==> config.mk <==
export PLATFORM = sky130hd
export DESIGN_NAME = level_sync_filter
export DESIGN_NICKNAME = d
export VERILOG_FILES = /design/src/rtl/level_sync_filter_pkg.sv /design/src/rtl/bit_synchronizer.sv /design/src/rtl/level_sync_filter.sv
export SDC_FILE = /design/constraint.sdc
export NUM_CORES = 1
export LEC_CHECK = 0
export CAP_MARGIN = 10
export CORE_AREA = 2 2 39 41
export CTS_CLUSTER_DIAMETER = 40
export DETAILED_ROUTE_END_ITERATION = 8
export DIE_AREA = 0 0 41 43
export GPL_ROUTABILITY_DRIVEN = 0
export PLACE_DENSITY = 0.53
export SLEW_MARGIN = 20
export SYNTH_ARGS = -nofsm -noshare
export SYNTH_HDL_FRONTEND = slang
export SYNTH_SLANG_ARGS = --single-unit
==> constraint.sdc <==
create_clock -name clk -period 3.86 [get_ports clk]
set_input_delay 1.158 -clock clk [delete_from_list [all_inputs] [get_ports clk]]
set_output_delay 1.158 -clock clk [all_outputs]
set_load 0.01 [all_outputs]
==> src/rtl/level_sync_filter_pkg.sv <==
// Shared types and constants for the level synchronizer/filter and its synchronizer stage.
package level_sync_filter_pkg;

  localparam int MIN_SYNC_STAGES = 2;

  typedef enum logic [1:0] {
    LOW       = 2'd0,
    CONF_HIGH = 2'd1,
    HIGH      = 2'd2,
    CONF_LOW  = 2'd3
  } filter_state_e;

endpackage

==> src/rtl/bit_synchronizer.sv <==
// Multi-flop single-bit synchronizer with asynchronous active-low clear; reusable for pointer bits.
module bit_synchronizer
  import level_sync_filter_pkg::*;
#(
  parameter int p_sync_stages = 2
) (
  input  logic clk,
  input  logic reset,
  input  logic d,
  output logic q
);

  if (p_sync_stages < MIN_SYNC_STAGES) begin : g_bad_stages
    $error("bit_synchronizer: p_sync_stages must be >= %0d", MIN_SYNC_STAGES);
  end

  logic [p_sync_stages-1:0] stages;

  always_ff @(posedge clk or negedge reset) begin
    if (!reset) begin
      stages <= '0;
    end else begin
      stages <= {stages[p_sync_stages-2:0], d};
    end
  end

  assign q = stages[p_sync_stages-1];

endmodule

==> src/rtl/level_sync_filter.sv <==
// Synchronizes an async level and only passes transitions stable for p_filter_cycles samples.
// Optional rejected-transition counter: define LEVEL_SYNC_FILTER_GLITCH_COUNT_EN.
module level_sync_filter
  import level_sync_filter_pkg::*;
#(
  parameter int p_sync_stages   = 2,
  parameter int p_filter_cycles = 4,
  parameter int p_glitch_width  = 8
) (
  input  logic clk,
  input  logic reset,
  input  logic async_val,
  output logic level_out,
  output logic busy
`ifdef LEVEL_SYNC_FILTER_GLITCH_COUNT_EN
  ,
  output logic [p_glitch_width-1:0] glitch_cnt
`endif
);

  if (p_filter_cycles < 1) begin : g_bad_filter
    $error("level_sync_filter: p_filter_cycles must be >= 1");
  end

  localparam int CNT_W = $clog2(p_filter_cycles + 1);
  typedef logic [CNT_W-1:0] cnt_t;
  localparam cnt_t CNT_ONE  = cnt_t'(1);
  localparam cnt_t CNT_LAST = cnt_t'(p_filter_cycles - 1);

  logic          sync_s;
  filter_state_e state, state_next;
  cnt_t          cnt, cnt_next;
  logic          abort;

  bit_synchronizer #(
    .p_sync_stages(p_sync_stages)
  ) u_sync (
    .clk  (clk),
    .reset(reset),
    .d    (async_val),
    .q    (sync_s)
  );

  always_comb begin
    state_next = state;
    cnt_next   = cnt;
    abort      = 1'b0;
    case (state)
      LOW: begin
        if (sync_s) begin
          if (p_filter_cycles == 1) begin
            state_next = HIGH;
          end else begin
            state_next = CONF_HIGH;
            cnt_next   = CNT_ONE;
          end
        end
      end
      CONF_HIGH: begin
        if (!sync_s) begin
          state_next = LOW;
          cnt_next   = '0;
          abort      = 1'b1;
        end else if (cnt == CNT_LAST) begin
          state_next = HIGH;
          cnt_next   = '0;
        end else begin
          cnt_next = cnt + CNT_ONE;
        end
      end
      HIGH: begin
        if (!sync_s) begin
          if (p_filter_cycles == 1) begin
            state_next = LOW;
          end else begin
            state_next = CONF_LOW;
            cnt_next   = CNT_ONE;
          end
        end
      end
      CONF_LOW: begin
        if (sync_s) begin
          state_next = HIGH;
          cnt_next   = '0;
          abort      = 1'b1;
        end else if (cnt == CNT_LAST) begin
          state_next = LOW;
          cnt_next   = '0;
        end else begin
          cnt_next = cnt + CNT_ONE;
        end
      end
      default: begin
        state_next = LOW;
        cnt_next   = '0;
      end
    endcase
  end

  // Outputs are registered from the next state so they change on the same edge as the state.
  always_ff @(posedge clk or negedge reset) begin
    if (!reset) begin
      state     <= LOW;
      cnt       <= '0;
      level_out <= 1'b0;
      busy      <= 1'b0;
    end else begin
      state     <= state_next;
      cnt       <= cnt_next;
      level_out <= (state_next == HIGH) || (state_next == CONF_LOW);
      busy      <= (state_next == CONF_HIGH) || (state_next == CONF_LOW);
    end
  end

`ifdef LEVEL_SYNC_FILTER_GLITCH_COUNT_EN
  always_ff @(posedge clk or negedge reset) begin
    if (!reset) begin
      glitch_cnt <= '0;
    end else if (abort && (glitch_cnt != '1)) begin
      glitch_cnt <= glitch_cnt + p_glitch_width'(1);
    end
  end
`endif

endmodule
==> insert_results.sql <==
INSERT INTO impl_metrics (metric_group, metric, value, unit) VALUES
('cts', 'clock_slew_seen_by_the_registers_of_the_worst_setup_and_hold_paths', '50', 'ps'),
('layout', 'area_growth', '26.3', '%'),
('layout', 'ratio_of_cells_with_drive_above_1_in_the_final_layout', '23.3', '%'),
('setup_path', 'worst-path-stages', '1', ''),
('sta', 'timing.final.crit_share', '61.6', '%'),
('cts', 'total_clock_sinks', '8', ''),
('synthesis', 'synth-seq-area-share', '63.7', '%'),
('floorplan', 'design.portCount', '5', ''),
('status', 'outcome', 'complete, no violations', ''),
('layout', 'layoutNonFillerInstCount', '46', ''),
('sta', 'report.final.slew_viol_count', '0', ''),
('setup_path', 'timing.reg2reg.setup_slack', '2570', 'ps'),
('sta', 'setup_ws', '1480', 'ps'),
('synthesis', 'yosysUniqueCellTypes', '13', ''),
('floorplan', 'die-height', '43', 'um'),
('routing', 'route.final.wire_length', '469', 'um'),
('floorplan', 'fp-row-count', '14', ''),
('global_route', 'grt_pass1_vias', '218', ''),
('setup_path', 'slowest_stage', 'clkdlybuf4s50_1', ''),
('setup_path', 'critical_path.reg2reg.startpoint', 'cnt[0]$_DFFE_PN0P_', ''),
('setup_path', 'worst-endpoint-required', '2700', 'ps'),
('global_route', 'grt_pass1_wl', '876', 'um'),
('place', 'place.detailed.instances', '43', ''),
('cts', 'post_cts_hold_buffer_count', '0', ''),
('routing', 'detail_route.drc_violations', '0', ''),
('setup_path', 'worstRegToRegCells', '4', ''),
('synthesis', 'synthCells', '23', ''),
('routing', 'highest_layer_used_for_signal_routing', 'met3', ''),
('routing', 'post_drt_via_cell_ratio', '4.15', ''),
('setup_path', 'critPathBufInv', '1', ''),
('setup_path', 'worst_setup_path_start_kind', 'flip-flop', ''),
('worst_hold_path', 'min_delay_path_depth', '0', ''),
('routing', 'drtPass1Iterations', '4', ''),
('power', 'leakage_power_figure', '0.173', 'nW'),
('layout', 'antenna-diode-count', '0', ''),
('synthesis', 'mappedNetlistArea', '314', 'um2'),
('global_route', 'pin_count_of_the_biggest_net_entering_global_routing', '9', ''),
('setup_path', 'slowest_delay', '560', 'ps'),
('place', 'post-place-ws', '1760', 'ps'),
('cts', 'postCtsSetupRepairBufs', '0', ''),
('layout', 'final_design_area_no_fill', '397', 'um2'),
('cts', 'cts_tree', 'yes', ''),
('floorplan', 'start_util', '22.7', '%'),
('place', 'count_of_input_and_output_buffers', '4', ''),
('cts', 'ctsRootBufferMaster', 'clkbuf_4', ''),
('layout', 'layout.cells.most_common', 'dfrtp_1', ''),
('power', 'peakVddDrop', '0.336', 'mV'),
('sta', 'finalSetupViolCount', '0', ''),
('flow_run', 'maxCapViolations', '0', ''),
('cts', 'worst_skew_pair.late_latency', '250', 'ps'),
('routing', 'ant_nets', '0', ''),
('routing', 'met2_wirelength', '227', 'um'),
('setup_path', 'timing.rr.end', 'level_out$_DFF_PN0_', ''),
('worst_hold_path', 'timing.hold.worst.start', 'u_sync.stages[0]$_DFF_PN0_', ''),
('global_route', 'grt_use_total', '7.93', '%'),
('setup_path', 'worst-setup-path-type', 'flip-flop to output port', ''),
('routing', 'post_drt_wl_per_cell', '10.2', 'um'),
('cts', 'ctsHtreeMaxLevel', '1', ''),
('place', 'dpl-instance-area', '374', 'um2'),
('sta', 'worst_slew_margin', '77.6', '%'),
('synthesis', 'yosysWarningCount', '0', ''),
('worst_hold_path', 'worst_hold_path_type', 'flip-flop to flip-flop', ''),
('power', 'power_per_cell_area', '727', 'mW/mm2'),
('synthesis', 'synth.avg_cell_area', '13.7', 'um2'),
('synthesis', 'syn-num-nets', '27', ''),
('worst_hold_path', 'whs_endpoint', 'u_sync.stages[1]$_DFF_PN0_', ''),
('global_route', 'gr-total-overflow', '0', ''),
('sta', 'worst_pin_slew', '335', 'ps'),
('sta', 'rsz0062_at_grt', 'false', ''),
('cts', 'cts.repair.resized', '0', ''),
('global_route', 'antenna_violations_before_repair', '0', '');
[metrics by stage]
stage               util [%]  hold WS (ps)
global route            28.7           367
CTS                     28.7           360
detailed placement      27.0           344
global placement        27.0           342
floorplan                  -           331
finish                  28.7           355
[flip-flops by register name, indices dropped and copies added (netlist names)]
| register | flops |
|---|---|
| level_out | 1 |
| cnt | 3 |
| busy | 1 |
| state | 1 |
| u_sync.stages | 2 |
[area by class of cell]
cell class | count | area, um2
Clock buffer | 3 | 22.5
Fill cell | 145 | 987
Multi-Input combinational cell | 15 | 114
Sequential cell | 8 | 200
Tap cell | 16 | 20.0
Timing Repair Buffer | 4 | 40.0
[worst max-delay path by stage]
stage	slack, ps	startpoint	to
final	1480	level_out$_DFF_PN0_	level_out
after global routing	1430	level_out$_DFF_PN0_	level_out
after CTS	1470	level_out$_DFF_PN0_	level_out
after detailed placement	1760	level_out$_DFF_PN0_	level_out
after global placement	1760	level_out$_DFF_PN0_	level_out
after floorplan	2290	level_out$_DFF_PN0_	level_out
[layer usage]
layer	GRT usage [%]	up-vias
met3	3.14	0
met1	9.73	92
met4	8.00	0
met2	9.69	7
met5	0	-
li1	-	92
[logic make-up (layout without fill, tap and decap cells)]
group / count (synthesis) / count (layout) / synth area share, %
buffers and inverters: 0 / 7 / 0
AO/OA/AOI/OAI: 4 / 4 / 7.97
AND/OR/NAND/NOR: 8 / 8 / 15.5
flip-flops: 8 / 8 / 63.7
adder cells (fa/ha/maj): 1 / 1 / 3.98
multiplexers: 1 / 1 / 3.59
XOR/XNOR: 1 / 1 / 5.18
[synth_stat cells, drive strengths merged]
cell type  n  area [um2]
and2       2        15.0
and3b      1        8.76
dfrtp      8         200
ha         1        12.5
mux2       1        11.3
nand2      1        3.75
nand2b     1        6.26
nand3      1        5.00
nor2       1        3.75
nor2b      1        6.26
o21a       2        15.0
o21ai      2        10.0
xor2       1        16.3
[where the power goes]
part,internal (mW),switching [mW]
Sequential,0.110,0.0219
Combinational,0.0558,0.0388
Clock,0.0354,0.0261
Total,0.201,0.0868
No activity file was read; power rests on OpenSTA's default activity.
